$ cat src/rtl/fetch_unit_if.sv
// Fetch-stage bundle: instruction-memory request/response, redirect and decode handshake.
// The master modport is the fetch unit; the slave side is memory, branch unit and decode.
interface fetch_unit_if;
    logic [31:0] imem_addr;
    logic        imem_rd_en;
    logic [31:0] imem_instr;
    logic        imem_ready;
    logic        redirect;
    logic [31:0] redirect_pc;
    logic        dec_valid;
    logic [31:0] dec_instr;
    logic [31:0] dec_pc;
    logic        dec_ready;

    modport master (
        output imem_addr, imem_rd_en, dec_valid, dec_instr, dec_pc,
        input  imem_instr, imem_ready, redirect, redirect_pc, dec_ready
    );

    modport slave (
        input  imem_addr, imem_rd_en, dec_valid, dec_instr, dec_pc,
        output imem_instr, imem_ready, redirect, redirect_pc, dec_ready
    );
endinterface

$ cat src/rtl/fetch_unit.sv
// Instruction fetch: owns the PC, issues one-cycle-latency memory reads and buffers
// up to two {instr, pc} entries for decode; redirects flush and restart fetch.
module fetch_unit #(
    parameter logic [31:0] RESET_PC = 32'h0000_0000
) (
    input  logic         clk,
    input  logic         rst,
    fetch_unit_if.master fu_io
);

    logic [31:0]      pc_q, pc_d;
    logic [31:0]      req_pc_q, req_pc_d;
    logic [1:0][31:0] buf_instr_q, buf_instr_d;
    logic [1:0][31:0] buf_pc_q, buf_pc_d;
    logic             rd_ptr_q, rd_ptr_d;
    logic             wr_ptr_q, wr_ptr_d;
    logic [1:0]       count_q, count_d;
    logic             inflight_q, inflight_d;

    logic             pop_s;
    logic             push_s;
    logic             issue_s;
    logic [2:0]       occ_s;

    // Handshake qualifiers and the issue decision.
    always_comb begin
        pop_s   = (count_q != 2'd0) & fu_io.dec_ready & ~fu_io.redirect;
        push_s  = fu_io.imem_ready & inflight_q & ~fu_io.redirect;
        // Slots committed after this cycle; a new request needs one left free for its response.
        occ_s   = {1'b0, count_q} + {2'b00, inflight_q} - {2'b00, pop_s};
        issue_s = ~rst & ~fu_io.redirect & (occ_s <= 3'd1);
    end

    // Next-state for PC, request tracking and the two-entry buffer.
    always_comb begin
        pc_d        = pc_q;
        req_pc_d    = req_pc_q;
        buf_instr_d = buf_instr_q;
        buf_pc_d    = buf_pc_q;
        rd_ptr_d    = rd_ptr_q;
        wr_ptr_d    = wr_ptr_q;
        count_d     = count_q;
        inflight_d  = inflight_q;

        if (fu_io.redirect) begin
            pc_d       = fu_io.redirect_pc;
            rd_ptr_d   = 1'b0;
            wr_ptr_d   = 1'b0;
            count_d    = 2'd0;
            inflight_d = 1'b0;
        end else begin
            inflight_d = issue_s;
            if (issue_s) begin
                req_pc_d = pc_q;
                pc_d     = pc_q + 32'd1;
            end else begin
                req_pc_d = req_pc_q;
                pc_d     = pc_q;
            end
            if (push_s) begin
                buf_instr_d[wr_ptr_q] = fu_io.imem_instr;
                buf_pc_d[wr_ptr_q]    = req_pc_q;
                wr_ptr_d              = ~wr_ptr_q;
            end else begin
                wr_ptr_d = wr_ptr_q;
            end
            if (pop_s) begin
                rd_ptr_d = ~rd_ptr_q;
            end else begin
                rd_ptr_d = rd_ptr_q;
            end
            count_d = count_q + {1'b0, push_s} - {1'b0, pop_s};
        end
    end

    // State registers with synchronous reset.
    always_ff @(posedge clk) begin
        if (rst) begin
            pc_q        <= RESET_PC;
            req_pc_q    <= 32'h0000_0000;
            buf_instr_q <= '{default: 32'h0000_0000};
            buf_pc_q    <= '{default: 32'h0000_0000};
            rd_ptr_q    <= 1'b0;
            wr_ptr_q    <= 1'b0;
            count_q     <= 2'd0;
            inflight_q  <= 1'b0;
        end else begin
            pc_q        <= pc_d;
            req_pc_q    <= req_pc_d;
            buf_instr_q <= buf_instr_d;
            buf_pc_q    <= buf_pc_d;
            rd_ptr_q    <= rd_ptr_d;
            wr_ptr_q    <= wr_ptr_d;
            count_q     <= count_d;
            inflight_q  <= inflight_d;
        end
    end

    assign fu_io.imem_addr  = pc_q;
    assign fu_io.imem_rd_en = issue_s;
    assign fu_io.dec_valid  = (count_q != 2'd0);
    assign fu_io.dec_instr  = buf_instr_q[rd_ptr_q];
    assign fu_io.dec_pc     = buf_pc_q[rd_ptr_q];

endmodule

$ cat src/flat_wrapper.sv
// flat-port wrapper written by rule: the top's interface ports become plain ports
module fetch_unit_flat 
#(
    parameter logic [31:0] RESET_PC = 32'h0000_0000
)
  (clk, rst, fu_io_imem_addr, fu_io_imem_rd_en, fu_io_dec_valid, fu_io_dec_instr, fu_io_dec_pc, fu_io_imem_instr, fu_io_imem_ready, fu_io_redirect, fu_io_redirect_pc, fu_io_dec_ready);
  fetch_unit_if fu_io_i ();
  input  logic clk;
  input  logic rst;
  output wire logic [$bits(fu_io_i.imem_addr)-1:0] fu_io_imem_addr;
  output wire logic [$bits(fu_io_i.imem_rd_en)-1:0] fu_io_imem_rd_en;
  output wire logic [$bits(fu_io_i.dec_valid)-1:0] fu_io_dec_valid;
  output wire logic [$bits(fu_io_i.dec_instr)-1:0] fu_io_dec_instr;
  output wire logic [$bits(fu_io_i.dec_pc)-1:0] fu_io_dec_pc;
  input wire logic [$bits(fu_io_i.imem_instr)-1:0] fu_io_imem_instr;
  input wire logic [$bits(fu_io_i.imem_ready)-1:0] fu_io_imem_ready;
  input wire logic [$bits(fu_io_i.redirect)-1:0] fu_io_redirect;
  input wire logic [$bits(fu_io_i.redirect_pc)-1:0] fu_io_redirect_pc;
  input wire logic [$bits(fu_io_i.dec_ready)-1:0] fu_io_dec_ready;
  assign fu_io_imem_addr = fu_io_i.imem_addr;
  assign fu_io_imem_rd_en = fu_io_i.imem_rd_en;
  assign fu_io_dec_valid = fu_io_i.dec_valid;
  assign fu_io_dec_instr = fu_io_i.dec_instr;
  assign fu_io_dec_pc = fu_io_i.dec_pc;
  assign fu_io_i.imem_instr = fu_io_imem_instr;
  assign fu_io_i.imem_ready = fu_io_imem_ready;
  assign fu_io_i.redirect = fu_io_redirect;
  assign fu_io_i.redirect_pc = fu_io_redirect_pc;
  assign fu_io_i.dec_ready = fu_io_dec_ready;
  fetch_unit #(.RESET_PC(RESET_PC)) u_core (.clk(clk), .rst(rst), .fu_io(fu_io_i));
endmodule
$ cat config.mk
export PLATFORM = sky130hd
export DESIGN_NAME = fetch_unit_flat
export DESIGN_NICKNAME = d
export VERILOG_FILES = /design/src/rtl/fetch_unit_if.sv /design/src/rtl/fetch_unit.sv /design/src/flat_wrapper.sv
export SDC_FILE = /design/constraint.sdc
export NUM_CORES = 1
export LEC_CHECK = 0
export BUFFER_PORTS_ARGS = -buffer_cell sky130_fd_sc_hd__buf_2
export CAP_MARGIN = 20
export CORE_MARGIN = 4
export CORE_UTILIZATION = 45
export DETAILED_ROUTE_END_ITERATION = 8
export PLACE_DENSITY = 0.68
export SETUP_SLACK_MARGIN = 0.2
export SLEW_MARGIN = 25
export SYNTH_ARGS = -nofsm -noshare
export SYNTH_HDL_FRONTEND = slang
export SYNTH_SLANG_ARGS = --single-unit
$ cat constraint.sdc
create_clock -name clk -period 4.3 [get_ports clk]
set_input_delay 0.86 -clock clk [delete_from_list [all_inputs] [get_ports clk]]
set_output_delay 0.86 -clock clk [all_outputs]
set_load 0.03 [all_outputs]
==> results of run 1 <==
power groups by stage:
| stage | clock network [uW] | logic (uW) | registers [uW] |
|---|---|---|---|
| after global placement | 0 | 277 | 1960 |
| after detailed placement | 0 | 278 | 1960 |
| after floorplan | 0 | 150 | 1980 |
| final | 1560 | 278 | 1920 |
| after CTS | 1590 | 279 | 1920 |
| after global routing | 1670 | 305 | 1920 |
Yosys cell counts (2+ instances only):
cell type	count
nor2_1	19
o211ai_1	3
a211oi_1	9
and3_1	4
inv_1	13
nor3_1	8
or2_2	2
xor2_1	3
a311oi_1	4
and4_1	2
o22ai_1	5
mux2_2	66
nor4_4	2
nand4_1	10
or3_1	8
a21oi_1	176
nor4_1	8
and2_1	9
buf_1	6
buf_2	5
dfxtp_1	197
nand3_1	11
ha_1	5
o21ai_0	4
clkbuf_2	2
xnor2_1	19
buf_6	2
clkbuf_1	62
nand2_1	357
a31oi_1	7
path summary, 6_finish.rpt:
kind | start | endpoint | slack, ns | depth (start not counted)
setup / recovery | u_core.count_q[1]$_SDFF_PP0_ | fu_io_imem_rd_en | 0.51 | 13
hold / removal | u_core.buf_pc_q[59]$_SDFFE_PP0P_ | u_core.buf_pc_q[59]$_SDFFE_PP0P_ | 0.45 | 2
setup reg to reg | u_core.count_q[1]$_SDFF_PP0_ | u_core.fu_io.imem_addr[18]$_SDFFE_PP0P_ | 0.81 | 14
hold reg to reg | u_core.buf_pc_q[59]$_SDFFE_PP0P_ | u_core.buf_pc_q[59]$_SDFFE_PP0P_ | 0.45 | 2
metrics by stage:
step / power (uW) / worst slack [ns] / std cells
after CTS: 3790 / 0.490 / 1403
after global routing: 3900 / 0.244 / 1403
after global placement: 2230 / 0.529 / 1371
after detailed placement: 2240 / 0.483 / 1371
after floorplan: 2130 / 0.242 / 1042
final: 3760 / 0.510 / 1403
layer usage:
metal / vias up / share of wire / track usage
li1: 3729 / - / -
met1: 3374 / 0.49 / 0.304
met2: 224 / 0.44 / 0.309
met3: 28 / 0.054 / 0.0367
met4: 0 / 0.018 / 0.0746
met5: - / 0 / 0
kinds of logic after synthesis:
group                      Yosys count  synth area share
muxes                               66            0.0887
DFF                                197             0.471
xor gates and xnor gates            23            0.0249
adders and majority gates            6           0.00985
AOI/OAI and AO/OA                  212             0.136
buffers and inverters               91            0.0436
and+or+nand+nor                    447             0.226
cell type report:
cell class | count | share of cell area
tap | 229 | 0.0289
clock inverter | 11 | 0.0127
sequential | 197 | 0.397
timing repair buffer | 177 | 0.0981
inverter | 14 | 0.00529
multi-input combinational | 754 | 0.412
clock buffer | 21 | 0.0454
worst register-to-register path: stages (launching register included):
cell,delay (ns)
dfxtp_1,0.43
inv_1,0.09
nand2_1,0.08
nand2_1,0.08
nor2_1,0.11
ha_1,0.23
inv_1,0.07
ha_1,0.14
inv_1,0.04
fa_1,0.49
or3b_1,0.34
or4b_1,0.72
nor4_4,0.25
nor2_1,0.08
a311oi_1,0.23
sequential cells by signal, indices dropped and copies added (netlist names):
register,cells
u_core.wr_ptr_q,1
u_core.inflight_q,1
u_core.count_q,2
u_core.fu_io.imem_addr,32
u_core.req_pc_q,32
u_core.rd_ptr_q,1
u_core.buf_instr_q,64
u_core.buf_pc_q,64
==> impl_metrics.env, run 1 <==
export IMPL_synth_area_leaders="dfxtp_1, nand2_1, a21oi_1"
export IMPL_crit_path_max_fanout=8
export IMPL_drv_cap=0
export IMPL_cts_setup_buffers=0
export IMPL_synthArstFlopShare=0
export IMPL_setup_violations=0
export IMPL_num_vias=7355
export IMPL_first_pass_iters=5
export IMPL_netSwitchingFraction=0.247
export IMPL_p_int_uw=2830
export IMPL_cp_top_family="adder cells"
export IMPL_drt_iter0_markers=638
export IMPL_powerDensity_nw_per_um2=379
export IMPL_grt_pass1_vias=6920
export IMPL_slew_viol_final=0
export IMPL_die_x_um=144
export IMPL_track_usage=0.209
export IMPL_ys_warn_count=0
export IMPL_num_rows=49
export IMPL_grt_overflow=0
export IMPL_fin_area_um2=9930
export IMPL_synth_top_area_frac=0.471
export IMPL_grt_pass1_wl_mm=35.2
export IMPL_setup_tns_final_ns=0
export IMPL_finalHoldViolCount=0
export IMPL_power_net_switching_uw=930
export IMPL_cts_htree_levels=4
export IMPL_worst_path_max_delay_cell="dfxtp_1"
export IMPL_power_share_combinational=0.074
export IMPL_placed_area_um2=9350
export IMPL_ir_drop_mv=0.295
export IMPL_area_delta_synth_final_pct=18.4
export IMPL_final_net_count=1236
export IMPL_synth_seq_cells=197
export IMPL_crit_required_ns=3.44
export IMPL_grt_max_degree=117
export IMPL_port_buffers=166
export IMPL_critical_path_buf_inv_count=5
export IMPL_critPathMaxStageDelay_ns=0.43
export IMPL_fin_crit_sh=0.881
export IMPL_worst_hold_slack_ns=0.451
export IMPL_ys_seq_area_frac=0.471
export IMPL_final_common_cell="nand2_1"
export IMPL_syn_num_nets=1117
export IMPL_gp_congestion=0.855
export IMPL_grt_setup_unrepaired="no"
export IMPL_viasPerCell=5.24
export IMPL_fillers=1765
export IMPL_syn_avg_cell_area_um2=8.04
export IMPL_dieHeight_um=144
export IMPL_skew_ns=0.0278
export IMPL_start_kind="flop"
export IMPL_clk_latency_ns=0.44
export IMPL_leakage_uw=0.00379
export IMPL_max_slew_worst_pin_slew_ns=0.868
export IMPL_crit_path_end_kind="primary output"
export IMPL_route_antenna_remaining_nets=0
export IMPL_synthCells=1042
export IMPL_fin_util=0.547
export IMPL_dp_final_hpwl_mm=14.1
export IMPL_netlist_area_um2=8380
export IMPL_drive_gt1_frac=0.244
export IMPL_tritoncts="yes"
export IMPL_diodes=0
export IMPL_clkPwrFrac=0.416
export IMPL_cts_sinks=197
export IMPL_cts_buffers=17
export IMPL_core_area_um2=18100
export IMPL_setup_worst_path_class="flop to primary output"
export IMPL_timing_final_crit_period_ns=3.79
export IMPL_die_area_um2=20900
export IMPL_clkSlewWorstSetupHoldPaths_ns=0.07
export IMPL_path_cells="inv_1, nand2_1, nand2_1, nor2_1, ha_1, inv_1, ha_1, inv_1, fa_1, xnor2_2, nand3_2, clkinv_1, buf_2"
export IMPL_hp_class="flop to flop"
export IMPL_crit_top_cell="inv_1"
export IMPL_cts_root_buf="clkbuf_16"
export IMPL_synth_cell_types=44
export IMPL_final_cell_mix="nand2_1, dfxtp_1, a21oi_1"
export IMPL_cp_data_arrival_time_ns=2.93
export IMPL_outcome="finished, final reports clean"
export IMPL_seq_power_share=0.510
export IMPL_regArea_um2=3950
export IMPL_wl_per_cell_um=15.5
export IMPL_ys_flop_type="dfxtp_1"
export IMPL_drc=0
export IMPL_fmax_mhz=264
export IMPL_multiInputGateArea_um2=4090
export IMPL_routed_wl_mm=21.8
export IMPL_yosys_area_top_type="dfxtp_1"
export IMPL_post_cts_resized=0
export IMPL_hold_buffers=0
export IMPL_initial_core_util=0.462
export IMPL_clock_path_buffers=2
export IMPL_grt_antenna_before_repair=0
export IMPL_max_slew_margin=0.422
export IMPL_ioPinCount=167
export IMPL_synth_edf_count=0
No activity file was read; power rests on OpenSTA's default activity.
==> run 2: changes to the inputs <==
- MAX_ROUTING_LAYER: default -> met4
==> impl_metrics.env, run 2 (synthesized netlist as in run 1, its figures left out) <==
export IMPL_num_vias=7417
export IMPL_fin_crit_sh=0.878
export IMPL_slew_viol_final=0
export IMPL_fmax_mhz=265
export IMPL_fillers=1765
export IMPL_drive_gt1_frac=0.244
export IMPL_grt_antenna_before_repair=0
export IMPL_clk_latency_ns=0.43
export IMPL_post_cts_resized=0
export IMPL_cp_data_arrival_time_ns=2.92
export IMPL_track_usage=0.216
export IMPL_tritoncts="yes"
export IMPL_cts_root_buf="clkbuf_16"
export IMPL_final_cell_count_no_fill=1403
export IMPL_top_regs="u_core.buf_instr_q: 64 flops, u_core.buf_pc_q: 64 flops"
export IMPL_num_rows=49
export IMPL_cts_sinks=197
export IMPL_diodes=0
export IMPL_core_area_um2=18100
export IMPL_timing_final_crit_period_ns=3.78
export IMPL_start_kind="flop"
export IMPL_ir_drop_mv=0.301
export IMPL_grt_overflow=0
export IMPL_clock_path_buffers=2
export IMPL_outcome="finished, final reports clean"
export IMPL_grt_pass1_wl_mm=35.3
export IMPL_met2_usage=0.309
export IMPL_skew_ns=0.00890
export IMPL_route_antenna_remaining_nets=0
export IMPL_drc=0
export IMPL_die_area_um2=20900
export IMPL_grt_pass1_vias=6900
export IMPL_dieHeight_um=144
export IMPL_dp_final_hpwl_mm=14.1
export IMPL_cts_buffers=17
export IMPL_clkSlewWorstSetupHoldPaths_ns=0.07
export IMPL_first_pass_iters=6
export IMPL_setup_tns_final_ns=0
export IMPL_final_net_count=1236
export IMPL_grt_met3_usage=0.0410
export IMPL_placed_cells=1371
export IMPL_busiest_layer="met2"
export IMPL_use_met1=0.307
export IMPL_ioPinCount=167
export IMPL_worst_hold_slack_ns=0.451
export IMPL_cts_htree_levels=4
export IMPL_drv_cap=0
export IMPL_grt_max_degree=117
export IMPL_initial_core_util=0.462
export IMPL_final_cell_mix="nand2_1, dfxtp_1, a21oi_1"
export IMPL_grt_setup_unrepaired="no"
export IMPL_critical_path_buf_inv_count=5
export IMPL_drt_iter0_markers=607
export IMPL_wl_per_cell_um=15.6
export IMPL_fin_util=0.547
export IMPL_final_common_cell="nand2_1"
export IMPL_crit_path_max_fanout=8
export IMPL_max_slew_margin=0.410
export IMPL_max_slew_worst_pin_slew_ns=0.885
export IMPL_worst_path_max_delay_cell="dfxtp_1"
export IMPL_powerDensity_nw_per_um2=379
export IMPL_leakage_uw=0.00379
export IMPL_finalHoldViolCount=0
export IMPL_area_delta_synth_final_pct=18.4
export IMPL_hold_buffers=0
export IMPL_port_buffers=166
export IMPL_setup_violations=0
export IMPL_crit_path_end_kind="primary output"
export IMPL_cts_setup_buffers=0
export IMPL_critPathMaxStageDelay_ns=0.43
export IMPL_crit_required_ns=3.44
export IMPL_fin_area_um2=9930
export IMPL_placed_area_um2=9350
export IMPL_crit_top_cell="inv_1"
export IMPL_cp_top_family="adder cells"
export IMPL_die_x_um=144
export IMPL_path_cells="inv_1, nand2_1, nand2_1, nor2_1, ha_1, inv_1, ha_1, inv_1, fa_1, xnor2_2, nand3_2, clkinv_1, buf_2"
export IMPL_hp_class="flop to flop"
export IMPL_viasPerCell=5.29
export IMPL_setup_worst_path_class="flop to primary output"
export IMPL_routed_wl_mm=21.8
export IMPL_gp_congestion=0.868
run 2: cell counts in the layout (fill, tap and decap cells not counted):
Identical to the previous run, type by type.
run 2: metal layers:
metal	up-vias	share of wire
met5	-	0
met4	0	0.019
met3	33	0.058
met2	231	0.44
met1	3417	0.49
li1	3736	-
run 2: cell type report:
class | instances | area, um^2 | area share
sequential | 197 | 3950 | 0.397
inverter | 14 | 52.6 | 0.00529
multi-input combinational | 754 | 4090 | 0.412
clock buffer | 21 | 450 | 0.0454
clock inverter | 11 | 126 | 0.0127
timing repair buffer | 177 | 973 | 0.0981
tap | 229 | 287 | 0.0289
run 2: final timing paths:
path	startpoint	endpoint	slack, ns	cells past startpoint
worst max-delay path	u_core.count_q[1]$_SDFF_PP0_	fu_io_imem_rd_en	0.52	13
worst max register to register	u_core.count_q[1]$_SDFF_PP0_	u_core.fu_io.imem_addr[18]$_SDFFE_PP0P_	0.81	14
worst min register to register	u_core.buf_pc_q[62]$_SDFFE_PP0P_	u_core.buf_pc_q[62]$_SDFFE_PP0P_	0.45	2
worst min-delay path	u_core.buf_pc_q[62]$_SDFFE_PP0P_	u_core.buf_pc_q[62]$_SDFFE_PP0P_	0.45	2
run 2: power by group:
part / total, uW / leakage [uW] / switching, uW / internal, uW
Clock: 1570 / 0.000270 / 694 / 874
Sequential: 1920 / 0.00160 / 55.0 / 1860
Combinational: 279 / 0.00193 / 184 / 94.2
Total: 3760 / 0.00379 / 933 / 2830
run 2: through the flow:
step / power (uW) / setup WS (ns)
floorplan: 2130 / 0.242
global placement: 2230 / 0.529
detailed placement: 2240 / 0.483
CTS: 3790 / 0.490
global route: 3900 / 0.240
finish: 3760 / 0.523
run 2: tightest hold or removal path, stage by stage (launching register included):
cell	delay (ns)
dfxtp_1	0.30
nand2_1	0.05
a21oi_1	0.05
==> run 3: changes to the inputs <==
- CORE_UTILIZATION: 45 -> 50
- PLACE_DENSITY: 0.68 -> 0.74
- RECOVER_POWER: default -> 100
==> impl_metrics.env, run 3 (synthesized netlist as in run 1, its figures left out) <==
export IMPL_hp_class="flop to flop"
export IMPL_tritoncts="yes"
export IMPL_fmax_mhz=257
export IMPL_leakage_uw=0.00341
export IMPL_setup_violations=0
export IMPL_initial_core_util=0.507
export IMPL_num_vias=7403
export IMPL_final_common_cell="nand2_1"
export IMPL_start_kind="flop"
export IMPL_cts_sinks=197
export IMPL_setup_tns_final_ns=0
export IMPL_die_area_um2=18900
export IMPL_skew_ns=0.00666
export IMPL_gp_congestion=0.854
export IMPL_clk_latency_ns=0.43
export IMPL_dp_final_hpwl_mm=14.0
export IMPL_outcome="finished, final reports clean"
export IMPL_grt_pass1_wl_mm=34.0
export IMPL_crit_required_ns=3.44
export IMPL_routed_wl_mm=21.5
export IMPL_port_buffers=166
export IMPL_track_usage=0.230
export IMPL_max_slew_margin=0.0569
export IMPL_worst_slack_ns=0.405
export IMPL_ir_drop_mv=0.301
export IMPL_core_area_um2=16500
export IMPL_hold_path_cell_count=2
export IMPL_first_pass_iters=9
export IMPL_final_net_count=1240
export IMPL_cp_top_family="flip-flops"
export IMPL_r2r_cells=15
export IMPL_drc=0
export IMPL_grt_overflow=0
export IMPL_drt_iter0_markers=516
export IMPL_timing_final_crit_period_ns=3.89
export IMPL_area_delta_synth_final_pct=16.2
export IMPL_finalHoldViolCount=0
export IMPL_critical_path_buf_inv_count=2
export IMPL_cts_root_buf="clkbuf_16"
export IMPL_final_cell_count_no_fill=1397
export IMPL_final_cell_mix="nand2_1, dfxtp_1, a21oi_1"
export IMPL_drv_cap=0
export IMPL_num_rows=47
export IMPL_diodes=0
export IMPL_pre_cts_slack_ns=0.457
export IMPL_crit_path_max_fanout=28
export IMPL_setup_worst_path_class="flop to primary output"
export IMPL_viasPerCell=5.30
export IMPL_clock_path_buffers=2
export IMPL_crit_path_end_kind="primary output"
export IMPL_grt_pass1_vias=6780
export IMPL_slew_viol_final=0
export IMPL_top_regs="u_core.buf_instr_q: 64 flops, u_core.buf_pc_q: 64 flops"
export IMPL_powerDensity_nw_per_um2=380
export IMPL_clkSlewWorstSetupHoldPaths_ns=0.07
export IMPL_die_x_um=137
export IMPL_placed_cells=1366
export IMPL_grt_antenna_before_repair=0
export IMPL_max_slew_worst_pin_slew_ns=1.41
export IMPL_crit_cells=3
export IMPL_fin_crit_sh=0.906
export IMPL_fin_util=0.589
export IMPL_wl_per_cell_um=15.4
export IMPL_ioPinCount=167
export IMPL_dieHeight_um=137
export IMPL_fillers=1606
export IMPL_cts_buffers=17
export IMPL_cts_htree_levels=4
export IMPL_route_antenna_remaining_nets=0
export IMPL_critPathMaxStageDelay_ns=1.26
export IMPL_grt_max_degree=100
export IMPL_path_cells="clkbuf_2, mux2_2, clkbuf_1"
export IMPL_drive_gt1_frac=0.163
export IMPL_grt_setup_unrepaired="no"
export IMPL_cp_data_arrival_time_ns=3.03
export IMPL_worst_path_max_delay_cell="dfxtp_1"
export IMPL_power_uw=3700
-- run 3: cell count changes in the layout (fill, tap and decap cells not counted), sizes merged --
cell	before	now
clkbuf	21	118
buf	177	83
bufinv	2	1
clkinv	5	6
clkinvlp	4	3
inv	14	15
-- run 3: layer usage --
layer / GRT usage / up-vias / part of all wire
li1: - / 3732 / -
met2: 0.329 / 238 / 0.45
met5: - / - / 0
met1: 0.332 / 3406 / 0.48
met3: 0.0413 / 27 / 0.061
met4: 0.0643 / 0 / 0.014
-- run 3: layout make-up --
type                            count  area (um^2)  share of cell area
Clock inverter                     11          103              0.0105
Multi-Input combinational cell    754         4080               0.419
Inverter                           14         52.6             0.00540
Clock buffer                       20          457              0.0469
Tap cell                          220          275              0.0283
Sequential cell                   197         3950               0.405
Timing Repair Buffer              181          830              0.0852
-- run 3: per-stage QoR --
stage          area, um^2  hold WS [ns]
2_1_floorplan        8390         0.433
3_3_place_gp         9330         0.438
3_5_place_dp         9330         0.444
4_1_cts              9890         0.453
5_1_grt              9740         0.460
6_report             9740         0.451
-- run 3: worst min-delay path: stages (launching register included) --
cell and delay (ns):
dfxtp_1 0.31, nand2_1 0.05, a21oi_1 0.05
-- run 3: report_power, final --
group | switching (uW) | internal [uW] | leakage [uW]
Clock | 686 | 828 | 0.000269
Combinational | 184 | 85.2 | 0.00154
Sequential | 55.1 | 1860 | 0.00160
Total | 924 | 2780 | 0.00341
-- run 3: path summary, 6_finish.rpt --
kind	from	slack [ns]	endpoint
min reg2reg	u_core.buf_instr_q[59]$_SDFFE_PP0P_	0.45	u_core.buf_instr_q[59]$_SDFFE_PP0P_
max reg2reg	u_core.count_q[1]$_SDFF_PP0_	0.70	u_core.fu_io.imem_addr[13]$_SDFFE_PP0P_
min	u_core.buf_instr_q[59]$_SDFFE_PP0P_	0.45	u_core.buf_instr_q[59]$_SDFFE_PP0P_
max	u_core.rd_ptr_q$_SDFFE_PP0P_	0.41	fu_io_dec_pc[8]
-- run 3: timing repair --
action                                 4_1_cts  5_1_grt
gates resized for setup                      0        2
buffers inserted                             0        0
hold buffers                                 0        0
setup endpoints to repair                    0        1
endpoints found under the hold margin        0        0
